### src/rtl/mxv_pkg.sv
// Shared types and constants for the matrix-vector frame loader.
// Optional idle-timeout logic in mxv_load_ctrl is enabled by defining MXV_TIMEOUT_EN.
package mxv_pkg;

    typedef enum logic [1:0] {
        ST_IDLE     = 2'd0,
        ST_LOAD_MAT = 2'd1,
        ST_LOAD_VEC = 2'd2,
        ST_READY    = 2'd3
    } state_e;

    localparam int MAT_DIM_DEF        = 4;
    localparam int TIMEOUT_CYCLES_DEF = 150000;

    // Frame is a square matrix followed by one vector of the same dimension.
    function automatic int frame_len(input int mat_dim);
        return mat_dim * mat_dim + mat_dim;
    endfunction

    localparam int FRAME_LEN = frame_len(MAT_DIM_DEF);

    localparam int ERR_W       = 3;
    localparam int ERR_PARITY  = 0;
    localparam int ERR_OVERRUN = 1;
    localparam int ERR_TIMEOUT = 2;

endpackage

### src/rtl/mxv_frame_buf.sv
// Frame byte store: one synchronous write port, one registered read port
// that returns zero for addresses beyond the frame.
module mxv_frame_buf
    import mxv_pkg::*;
#(
    parameter int DEPTH = FRAME_LEN,
    parameter int AW    = $clog2(DEPTH)
) (
    input  logic          clk,
    input  logic          rst,
    input  logic          wr_en,
    input  logic [AW-1:0] wr_addr,
    input  logic [7:0]    wr_data,
    input  logic [AW-1:0] rd_addr,
    output logic [7:0]    rd_data
);

    localparam logic [AW:0] DEPTH_C = (AW+1)'(DEPTH);

    logic [7:0] mem_q [DEPTH];
    logic [7:0] rd_data_d;
    logic [7:0] rd_data_q;

    // NOTE: the array has no reset so it maps onto plain RAM; only the read register is reset.
    always_ff @(posedge clk) begin
        if (wr_en) begin
            mem_q[wr_addr] <= wr_data;
        end
    end

    always_comb begin
        rd_data_d = 8'h00;
        if ({1'b0, rd_addr} < DEPTH_C) begin
            rd_data_d = mem_q[rd_addr];
        end
    end

    always_ff @(posedge clk or posedge rst) begin
        if (rst) begin
            rd_data_q <= 8'h00;
        end else begin
            rd_data_q <= rd_data_d;
        end
    end

    assign rd_data = rd_data_q;

endmodule

### src/rtl/mxv_load_ctrl.sv
// Collects one UART matrix+vector frame into a buffer and holds it for the CPU.
// Define MXV_TIMEOUT_EN to abort partial frames after TIMEOUT_CYCLES idle clocks.
module mxv_load_ctrl
    import mxv_pkg::*;
#(
    parameter int  MAT_DIM        = MAT_DIM_DEF,
    parameter int  TIMEOUT_CYCLES = TIMEOUT_CYCLES_DEF,
    localparam int LEN            = frame_len(MAT_DIM),
    localparam int AW             = $clog2(LEN)
) (
    input  logic             clk,
    input  logic             rst,
    input  logic [7:0]       rx_byte,
    input  logic             rx_valid,
    input  logic             rx_parity_err,
    input  logic [AW-1:0]    rd_addr,
    output logic [7:0]       rd_data,
    input  logic             frame_ack,
    output logic             frame_ready,
    output logic [1:0]       state_o,
    output logic [ERR_W-1:0] err_flags
);

    localparam logic [AW-1:0] MAT_LAST   = AW'(MAT_DIM * MAT_DIM - 1);
    localparam logic [AW-1:0] FRAME_LAST = AW'(LEN - 1);

    state_e           state_q, state_d;
    logic [AW-1:0]    cnt_q, cnt_d;
    logic             frame_ready_q, frame_ready_d;
    logic [ERR_W-1:0] err_q, err_d;
    logic             wr_en;
    logic [AW-1:0]    wr_addr;
    logic             loading;

    assign loading = (state_q == ST_LOAD_MAT) || (state_q == ST_LOAD_VEC);

`ifdef MXV_TIMEOUT_EN
    localparam int            TW       = $clog2(TIMEOUT_CYCLES + 1);
    localparam logic [TW-1:0] TMO_LAST = TW'(TIMEOUT_CYCLES - 1);

    logic [TW-1:0] tmo_q, tmo_d;
    logic          tmo_hit;

    // Counts idle clocks inside a frame; any byte (or leaving the load states) restarts it.
    always_comb begin
        tmo_d   = '0;
        tmo_hit = 1'b0;
        if (loading && !rx_valid) begin
            if (tmo_q == TMO_LAST) begin
                tmo_hit = 1'b1;
            end else begin
                tmo_d = tmo_q + TW'(1);
            end
        end
    end

    always_ff @(posedge clk or posedge rst) begin
        if (rst) begin
            tmo_q <= '0;
        end else begin
            tmo_q <= tmo_d;
        end
    end
`endif

    // NOTE: every output of this block gets a default first, so no path can infer a latch.
    always_comb begin
        state_d       = state_q;
        cnt_d         = cnt_q;
        frame_ready_d = frame_ready_q;
        err_d         = err_q;
        wr_en         = 1'b0;
        wr_addr       = cnt_q;

        unique case (state_q)
            ST_IDLE: begin
                if (rx_valid && !rx_parity_err) begin
                    wr_en   = 1'b1;
                    wr_addr = '0;
                    cnt_d   = AW'(1);
                    state_d = (MAT_DIM == 1) ? ST_LOAD_VEC : ST_LOAD_MAT;
                end
            end
            ST_LOAD_MAT, ST_LOAD_VEC: begin
                if (rx_valid) begin
                    if (rx_parity_err) begin
                        err_d[ERR_PARITY] = 1'b1;
                        cnt_d             = '0;
                        state_d           = ST_IDLE;
                    end else begin
                        wr_en = 1'b1;
                        if (cnt_q == FRAME_LAST) begin
                            cnt_d         = '0;
                            state_d       = ST_READY;
                            frame_ready_d = 1'b1;
                        end else begin
                            cnt_d = cnt_q + AW'(1);
                            if (cnt_q == MAT_LAST) begin
                                state_d = ST_LOAD_VEC;
                            end
                        end
                    end
                end
            end
            ST_READY: begin
                if (frame_ack) begin
                    state_d       = ST_IDLE;
                    frame_ready_d = 1'b0;
                    err_d         = '0;
                end
                // Overrun is applied after the ack clear so it survives a same-cycle ack.
                if (rx_valid) begin
                    err_d[ERR_OVERRUN] = 1'b1;
                end
            end
            default: begin
                state_d = ST_IDLE;
            end
        endcase

`ifdef MXV_TIMEOUT_EN
        if (tmo_hit) begin
            err_d[ERR_TIMEOUT] = 1'b1;
            cnt_d              = '0;
            state_d            = ST_IDLE;
        end
`else
        err_d[ERR_TIMEOUT] = 1'b0;
`endif
    end

    // NOTE: state registers use non-blocking assignments so all flops update together.
    always_ff @(posedge clk or posedge rst) begin
        if (rst) begin
            state_q       <= ST_IDLE;
            cnt_q         <= '0;
            frame_ready_q <= 1'b0;
            err_q         <= '0;
        end else begin
            state_q       <= state_d;
            cnt_q         <= cnt_d;
            frame_ready_q <= frame_ready_d;
            err_q         <= err_d;
        end
    end

    mxv_frame_buf #(
        .DEPTH (LEN),
        .AW    (AW)
    ) u_buf (
        .clk     (clk),
        .rst     (rst),
        .wr_en   (wr_en),
        .wr_addr (wr_addr),
        .wr_data (rx_byte),
        .rd_addr (rd_addr),
        .rd_data (rd_data)
    );

    assign state_o     = state_q;
    assign frame_ready = frame_ready_q;
    assign err_flags   = err_q;

endmodule

### config.mk
export PLATFORM = sky130hd
export DESIGN_NAME = mxv_load_ctrl
export DESIGN_NICKNAME = d
export VERILOG_FILES = /design/src/rtl/mxv_pkg.sv /design/src/rtl/mxv_frame_buf.sv /design/src/rtl/mxv_load_ctrl.sv
export SDC_FILE = /design/constraint.sdc
export NUM_CORES = 1
export LEC_CHECK = 0
export CAP_MARGIN = 20
export CORE_ASPECT_RATIO = 0.75
export CORE_MARGIN = 1
export CORE_UTILIZATION = 65
export CTS_BUF_LIST = sky130_fd_sc_hd__clkbuf_4 sky130_fd_sc_hd__clkbuf_8
export CTS_CLUSTER_DIAMETER = 150
export DETAILED_ROUTE_END_ITERATION = 8
export GPL_ROUTABILITY_DRIVEN = 0
export PLACE_DENSITY = 0.95
export SLEW_MARGIN = 20
export SYNTH_ARGS = -nofsm -noshare
export SYNTH_HDL_FRONTEND = slang
export SYNTH_SLANG_ARGS = --single-unit
### constraint.sdc
create_clock -name clk -period 5.29 [get_ports clk]
set_input_delay 1.587 -clock clk [delete_from_list [all_inputs] [get_ports clk]]
set_output_delay 1.587 -clock clk [all_outputs]
set_load 0.02 [all_outputs]
==> results of run 1 <==
layout make-up:
cell class / instances / area [um2] / share of cell area, %
Inverter: 5 / 18.8 / 0.240
Tap cell: 136 / 170 / 2.18
Sequential cell: 178 / 5260 / 67.3
Timing Repair Buffer: 33 / 315 / 4.04
Multi-Input combinational cell: 178 / 1680 / 21.6
Clock inverter: 13 / 116 / 1.49
Clock buffer: 19 / 249 / 3.19
report_power, final:
group	internal, W	switching (W)
Clock	0.000380	0.000461
Sequential	0.00158	0.0000324
Combinational	0.000157	0.000234
layer usage:
layer  GRT usage, %  vias to the layer above  share of wire, %
met4           10.1                        0               2.1
met5              0                        -                 0
li1               -                     1604                 -
met2           41.0                      247                47
met3           11.3                       25                12
met1           38.5                     1926                38
synth_stat cells, drive strengths merged, types with 2 or more instances:
cell type	count
a211oi	8
a21oi	3
a22o	3
a22oi	14
and3	2
buf	12
clkbuf	8
dfrtp	18
edfxtp	160
ha	4
inv	5
mux2	2
mux2i	19
mux4	31
nand2	17
nand2b	2
nand3	6
nand3b	7
nand4b	2
nor2	24
nor2b	2
o21ai	5
o22ai	8
o31ai	2
or3	2
path summary, 6_finish.rpt:
path,start,to,slack [ns],cells after the start
max,rx_parity_err,u_buf.mem_q[5][4],1.49,5
min,err_flags[1],err_flags[1],0.54,1
max reg2reg,state_o[0],u_buf.mem_q[5][4],2.34,6
min reg2reg,err_flags[1],err_flags[1],0.54,1
max in group asynchronous,rst,cnt_q[1],3.28,2
min in group asynchronous,rst,err_flags[0],1.55,2
sequential cells by signal, summed over array words and instances (netlist names):
register       cells
cnt_q              5
err_flags          2
frame_ready        1
state_o            2
u_buf.mem_q      160
u_buf.rd_data      8
worst register-to-register path: cells and delay by family (launching register included):
family                     cells  cell delay [ns]
adders and majority gates      1             0.44
buffers and inverters          1             0.06
DFF                            1             0.39
and+or+nand+nor                4             1.71
cells by family (layout without fill, tap and decap cells):
group	after synthesis	in the layout	synth area share (%)
buf+inv	25	70	2.10
other cells	1	1	0.0529
simple gates	71	71	5.12
compound gates	50	50	5.03
fa+ha+maj	4	4	0.706
flops	178	178	74.1
mux	52	52	12.9
through the flow:
| stage | hold slack, ns | area (um2) |
|---|---|---|
| floorplan | 0.532 | 7090 |
| global placement | 0.485 | 7450 |
| detailed placement | 0.514 | 7450 |
| CTS | 0.538 | 7810 |
| global route | 0.574 | 7810 |
| finish | 0.538 | 7810 |
==> impl_metrics.csv, run 1 <==
group,metric,value,unit
status,status,"finished, final reports clean",
clocking,cts_resized,0,
clocking,clk_path_buf_depth,2,
synth,synth.cell_area,7090,um2
routing,ant_nets,0,
synth,yosysSeqAreaShare,74.1,%
routing,drc,0,
critical_path,crit_type,"input pin to flop",
placement,dpl.hpwl,9.40,mm
clocking,clk_pin_slew,0.09,ns
synth,syn_area_per_cell,18.6,um2
synth,ys_ff_latch,178,
critical_path,path_max_fanout,8,
clocking,clock_latency,0.45,ns
synth,synth.area.top_cells,"edfxtp_1, mux4_2, dfrtp_1, mux2i_1, a22oi_1",
routing,vias_per_cell,6.77,
critical_path,crit_chain,"clkdlybuf4s50_1, nand2b_2, nor4b_1, nand3b_1, nor2_1",
synth,synth.top_cell.area_share,67.8,%
synth,synth_top_cell_by_area,"edfxtp_1",
synth,async_reset_ff_share,10.1,%
synth,syn-num-nets,403,
routing,routed_wirelength,14.2,mm
clocking,htree_num_levels,4,
floorplanning,ioPinCount,32,
placement,dp_worst_setup_slack,1.05,ns
placement,port_buffers,30,
job,drv_cap,0,
critical_path,critPathTopFamily,"simple AND/OR/NAND/NOR gates",
clocking,postCtsHoldBufs,0,
routing,drtIter0Drc,617,
timing,hold_viol,0,
timing,fin_crit,3.80,ns
routing,drt_first_pass_iters,5,
critical_path,crit_arrival,3.89,ns
floorplanning,die_x,123,um
final_layout,final_cells,562,
global_route,antenna_found_initial,0,
routing,wl_per_cell,25.2,um
clocking,cts-root-buf,"clkbuf_8",
synth,synth_enable_flop_cells,160,
final_layout,diodes,0,
critical_path,critPathSlowestCell,"nor2_1",
synth,synthCells,381,
floorplanning,core-area,10500,um2
timing,maxSlewHeadroom,36.7,%
floorplanning,start_util,67.8,%
critical_path,cpPeakStageDelay,0.68,ns
critical_path,critPathBufInv,1,
timing,fin_crit_sh,71.9,%
placement,dp_cells,530,
floorplanning,rows,32,
clocking,cts_made_buffers,17,
global_route,grt_pass1_wl,21.8,mm
critical_path,critPathRequiredTime,5.38,ns
critical_path,worst_setup_path_start_kind,"input pin",
timing,max_clock_freq,263,MHz
pwr,p_total,0.00285,W
global_route,overflow,0,
pwr,powerDensity,364,nW/um2
timing,rsz0062_at_grt,"false",
floorplanning,die-area,11300,um2
clocking,post_cts_buffers,0,
floorplanning,dieHeight,92.4,um
global_route,track_usage,28.0,%
critical_path,cp-end-kind,"flop",
timing,worst_slack,1.49,ns
final_layout,mostFrequentLayoutCell,"edfxtp_1",
final_layout,final_core_util,74.7,%
clocking,cts_tree,"built",
final_layout,syn2layout_area_growth,10.2,%
final_layout,drive_above_1_share,16.7,%
global_route,grt_max_degree,36,
final_layout,final_cell_mix,"edfxtp_1, mux4_2, clkdlybuf4s50_1, nor2_1, mux2i_1",
timing,slew_viol_final,0,
pwr,leakagePower,2.54,nW
clocking,cts.sinks,178,
timing,tightest_slew,0.947,ns
synth,yosys_warnings,0,
timing,clock_skew,0.0143,ns
routing,dr_total_vias,3802,
synth,synth_cell_types,47,
synth,ys.flop_type,"edfxtp_1",
timing,setup_viol,0,
global_route,grt_pass1_vias,3781,
min_path,holdCritPathClass,"flop to flop",
final_layout,fillCellCount,562,
final_layout,fin_nets,435,
pwr,peakVddDrop,0.290,mV
timing,finalSetupTns,0,ns
Power figures use the tool's default switching activity.
==> run 2, diff against run 1 <==
CORE_UTILIZATION = 56   (was 65)
PLACE_DENSITY = 0.88   (was 0.95)
clock period = 3.1 ns   (was 5.29 ns; I/O delays follow)
==> run 2 against run 1 <==
- critical path depth increased by 2
- sequential cell count unchanged
- global-route usage is 3.3 points lower
- largest power group unchanged
- register-to-register slack got worse by 1.8 ns
- cell count up 10%
- combinational power rose by 77%
==> impl_metrics.csv, run 2 (synthesis results as in run 1) <==
group,metric,value,unit
status,status,"finished, final reports clean",
timing,fin_crit_sh,87.3,%
global_route,antenna_found_initial,0,
timing,setup_viol,0,
final_layout,diodes,0,
timing,tightest_slew,0.899,ns
critical_path,critPathTopFamily,"simple AND/OR/NAND/NOR gates",
final_layout,fin_nets,461,
pwr,p_comb_share,13.6,%
clocking,clock_latency,0.47,ns
clocking,clk_pin_slew,0.09,ns
global_route,track_usage,24.7,%
critical_path,cp-end-kind,"flop",
clocking,postCtsHoldBufs,0,
critical_path,ff2ff_setup_slack,0.56,ns
job,drv_cap,0,
clocking,post_cts_buffers,0,
critical_path,critPathSlowestCell,"clkdlybuf4s50_1",
floorplanning,start_util,57.6,%
timing,fin_crit,2.71,ns
global_route,grt_pass1_vias,3903,
critical_path,cpPeakStageDelay,0.49,ns
critical_path,crit_chain,"clkdlybuf4s50_1, nand2b_2, nor4b_1, buf_4, nand3b_1, nor2_1, buf_4",
floorplanning,ioPinCount,32,
critical_path,crit_arrival,2.88,ns
global_route,grt_pass1_wl,22.6,mm
final_layout,drive_above_1_share,21.2,%
critical_path,worst_path_most_repeated_cell,"buf_4",
timing,hold_ws,0.505,ns
routing,drtIter0Drc,423,
routing,wl_per_cell,23.5,um
global_route,grt_max_degree,23,
floorplanning,core-area,12300,um2
timing,hold_viol,0,
clocking,cts.sinks,178,
routing,routed_wirelength,14.5,mm
final_layout,largest_reg_flops,160,
final_layout,syn2layout_area_growth,14.7,%
pwr,p_sw_share,26.3,%
pwr,peakVddDrop,0.366,mV
critical_path,worst_setup_path_start_kind,"input pin",
routing,dr_total_vias,3873,
routing,drc,0,
clocking,cts_tree,"built",
timing,slew_viol_final,0,
critical_path,critPathBufInv,3,
clocking,cts-root-buf,"clkbuf_8",
placement,dpl_cell_area,7720,um2
pwr,internal_power,0.00375,W
critical_path,critPathRequiredTime,3.28,ns
placement,dpl.hpwl,9.59,mm
clocking,cts_made_buffers,17,
critical_path,path_max_fanout,8,
floorplanning,die-area,13100,um2
pwr,leakagePower,2.73,nW
floorplanning,die_x,132,um
critical_path,crit_type,"input pin to flop",
clocking,htree_num_levels,4,
final_layout,design_area,8130,um2
final_layout,final_cell_mix,"edfxtp_1, mux4_2, clkdlybuf4s50_1, buf_4, nor2_1",
timing,worst_slack,0.393,ns
clocking,cts_resized,0,
timing,maxSlewHeadroom,39.9,%
routing,ant_nets,0,
floorplanning,dieHeight,99.4,um
pwr,p_clk_share,32.2,%
routing,vias_per_cell,6.27,
placement,port_buffers,30,
timing,rsz0062_at_grt,"false",
pwr,switching_power,0.00134,W
routing,drt_first_pass_iters,5,
timing,clock_skew,0.00904,ns
min_path,holdCritPathClass,"flop to flop",
final_layout,mostFrequentLayoutCell,"edfxtp_1",
clocking,clk_path_buf_depth,2,
pwr,powerDensity,626,nW/um2
final_layout,largest-register,"u_buf.mem_q",
global_route,overflow,0,
timing,max_clock_freq,369,MHz
placement,dp_worst_setup_slack,-0.0160,ns
pwr,pwr-share-seq,54.2,%
floorplanning,rows,35,
run 2: through the flow:
step	power [W]	utilization [%]	std cells	TNS [ns]
global route	0.00527	66.1	618	0
CTS	0.00510	66.1	618	0
global placement	0.00346	62.7	586	0
finish	0.00509	66.1	618	0
detailed placement	0.00349	62.7	586	-0.220
floorplan	0.00322	-	381	0
run 2: area by class of cell:
class	instances	area [um2]
multi-input combinational	178	1680
clock buffer	18	248
inverter	5	18.8
sequential	178	5260
timing repair buffer	59	551
fill	794	4180
tap	166	208
clock inverter	14	165
run 2: layer usage:
layer / GRT usage (%) / up-vias / part of all wire, %
li1: - / 1652 / -
met1: 33.3 / 1986 / 41
met2: 37.0 / 203 / 48
met3: 8.72 / 32 / 8.8
met4: 10.6 / 0 / 2.5
met5: 0 / - / 0
run 2: worst paths after layout:
| kind | cells past startpoint | end | startpoint |
|---|---|---|---|
| max in group asynchronous | 2 | u_buf.rd_data[2] | rst |
| setup reg to reg | 8 | u_buf.mem_q[5][6] | state_o[0] |
| hold reg to reg | 1 | err_flags[1] | err_flags[1] |
| min in group asynchronous | 2 | frame_ready | rst |
| setup / recovery | 7 | u_buf.mem_q[5][6] | rx_parity_err |
| hold / removal | 1 | err_flags[1] | err_flags[1] |
run 2: power by group through the flow:
stage	Clock (W)	Sequential, W	Combinational, W
after floorplan	0	0.00282	0.000397
after global placement	0	0.00280	0.000654
after detailed placement	0	0.00281	0.000685
after CTS	0.00166	0.00275	0.000686
after global routing	0.00175	0.00277	0.000746
final	0.00164	0.00276	0.000691
==> run 3, diff against run 2 <==
CORE_ASPECT_RATIO = unset   (was 0.75)
==> run 3 against run 2 <==
- non-clock buffer count shrank 1
- global-route usage fell by 0.73 points
- critical endpoint is now u_buf.mem_q[6][6]
- fmax increased by 3.6%
- die area is essentially flat
- sequential power about the same
- largest cell class unchanged
- cell count rose by 0.16%
- first-iteration DRC count down 1.2%
==> impl_metrics.csv, run 3 (synthesis results as in run 1) <==
group,metric,value,unit
global_route,grt_pass1_wl,22.1,mm
pwr,pwr-share-seq,55.3,%
floorplanning,die_x,115,um
final_layout,final_core_util,66.5,%
timing,maxSlewHeadroom,43.2,%
timing,rsz0062_at_grt,"false",
final_layout,mostFrequentLayoutCell,"edfxtp_1",
timing,slew_viol_final,0,
final_layout,largest_reg_flops,160,
timing,fin_crit_sh,84.3,%
routing,drtIter0Drc,418,
final_layout,diodes,0,
job,drv_cap,0,
timing,clock_skew,0.0121,ns
global_route,overflow,0,
routing,vias_per_cell,6.30,
routing,wl_per_cell,23.4,um
critical_path,crit_chain,"clkdlybuf4s50_1, nand2b_2, nor4b_1, buf_4, nand3b_1, nor2_1, buf_4",
placement,dp_worst_setup_slack,0.0174,ns
clocking,cts_tree,"built",
pwr,powerDensity,617,nW/um2
final_layout,fillCellCount,774,
clocking,cts_made_buffers,17,
final_layout,drive_above_1_share,20.8,%
floorplanning,core-area,12200,um2
timing,tightest_slew,0.850,ns
routing,drt_first_pass_iters,7,
status,status,"finished, final reports clean",
clocking,clk_path_buf_depth,2,
critical_path,crit_type,"input pin to flop",
pwr,internal_power,0.00379,W
timing,setup_viol,0,
critical_path,worst_path_most_repeated_cell,"buf_4",
final_layout,syn2layout_area_growth,14.1,%
floorplanning,rows,40,
clocking,post_cts_buffers,0,
final_layout,final_cell_mix,"edfxtp_1, mux4_2, clkdlybuf4s50_1, buf_4, nor2_1",
floorplanning,die-area,13100,um2
pwr,p_sw_share,24.0,%
pwr,p_clk_share,31.1,%
global_route,track_usage,24.0,%
final_layout,largest-register,"u_buf.mem_q",
pwr,leakagePower,2.72,nW
placement,port_buffers,30,
global_route,grt_max_degree,23,
floorplanning,dieHeight,115,um
critical_path,cpPeakStageDelay,0.47,ns
clocking,cts_resized,0,
pwr,switching_power,0.00120,W
final_layout,fin_nets,460,
routing,dr_total_vias,3902,
floorplanning,ioPinCount,32,
routing,drc,0,
pwr,p_comb_share,13.6,%
clocking,htree_num_levels,4,
clocking,clk_pin_slew,0.08,ns
timing,finalSetupTns,0,ns
critical_path,critPathRequiredTime,3.25,ns
global_route,antenna_found_initial,0,
global_route,grt_pass1_vias,3891,
placement,dpl.hpwl,9.36,mm
routing,routed_wirelength,14.5,mm
clocking,cts-root-buf,"clkbuf_8",
critical_path,cp-end-kind,"flop",
clocking,cts.sinks,178,
critical_path,worst_setup_path_start_kind,"input pin",
clocking,postCtsHoldBufs,0,
min_path,holdCritPathClass,"flop to flop",
floorplanning,start_util,58.3,%
pwr,peakVddDrop,0.652,mV
timing,hold_viol,0,
routing,ant_nets,0,
critical_path,path_max_fanout,8,
critical_path,critPathSlowestCell,"clkdlybuf4s50_1",
timing,max_clock_freq,383,MHz
timing,fin_crit,2.61,ns
clocking,clock_latency,0.44,ns
critical_path,crit_arrival,2.76,ns
timing,worst_slack,0.487,ns
run 3: changes by cell type in the layout (fill, tap and decap cells not counted):
cell        before  now
buf_12           3    2
clkbuf_4         0    6
clkbuf_8        18   19
clkinv_1         0    1
clkinv_2         1    4
clkinv_4         1    0
clkinvlp_4       1    0
inv_6            7    0
inv_8            2    0
run 3: stage by stage:
step	cell area, um2	hold slack (ns)	instances	power [W]
global placement	7700	0.484	587	0.00344
global route	8090	0.559	619	0.00515
detailed placement	7700	0.498	587	0.00348
floorplan	7090	0.532	381	0.00322
finish	8090	0.532	619	0.00499
CTS	8090	0.530	619	0.00500
run 3: area by class of cell:
type	instances	area [um2]	area share [%]
clock inverters	7	83.8	1.04
well taps	168	210	2.60
inverters	5	18.8	0.232
flip-flops and latches	178	5260	65.0
multi-input cells	178	1680	20.8
clock buffers	25	307	3.79
repair buffers	58	531	6.56
run 3: routing by layer:
layer	up-vias	global-route usage (%)	share of wire, %	wire [um]
met4	0	9.44	2.7	388
met3	39	6.25	8.5	1240
met1	1980	32.4	39	5640
met5	-	0	0	0
met2	231	37.8	50	7240
li1	1652	-	-	-
run 3: power by group through the flow:
| stage | Sequential (W) | Combinational [W] | Clock (W) |
|---|---|---|---|
| after floorplan | 0.00282 | 0.000397 | 0 |
| after global placement | 0.00280 | 0.000639 | 0 |
| after detailed placement | 0.00281 | 0.000671 | 0 |
| after CTS | 0.00276 | 0.000674 | 0.00157 |
| after global routing | 0.00276 | 0.000732 | 0.00166 |
| final | 0.00276 | 0.000679 | 0.00155 |
run 3: final timing paths:
path	endpoint	slack [ns]	cells after the start	startpoint
worst max-delay path	u_buf.mem_q[6][6]	0.49	7	rx_parity_err
worst min-delay path	err_flags[1]	0.53	1	err_flags[1]
worst max register to register	u_buf.mem_q[6][6]	0.64	8	state_o[1]
worst min register to register	err_flags[1]	0.53	1	err_flags[1]
max in group asynchronous	u_buf.rd_data[2]	1.67	2	rst
min in group asynchronous	err_flags[0]	0.92	2	rst
run 3: critical path, delay by kind of cell:
| kind | cells | cell delay, ns |
|---|---|---|
| simple gates | 4 | 0.97 |
| buf+inv | 3 | 0.86 |
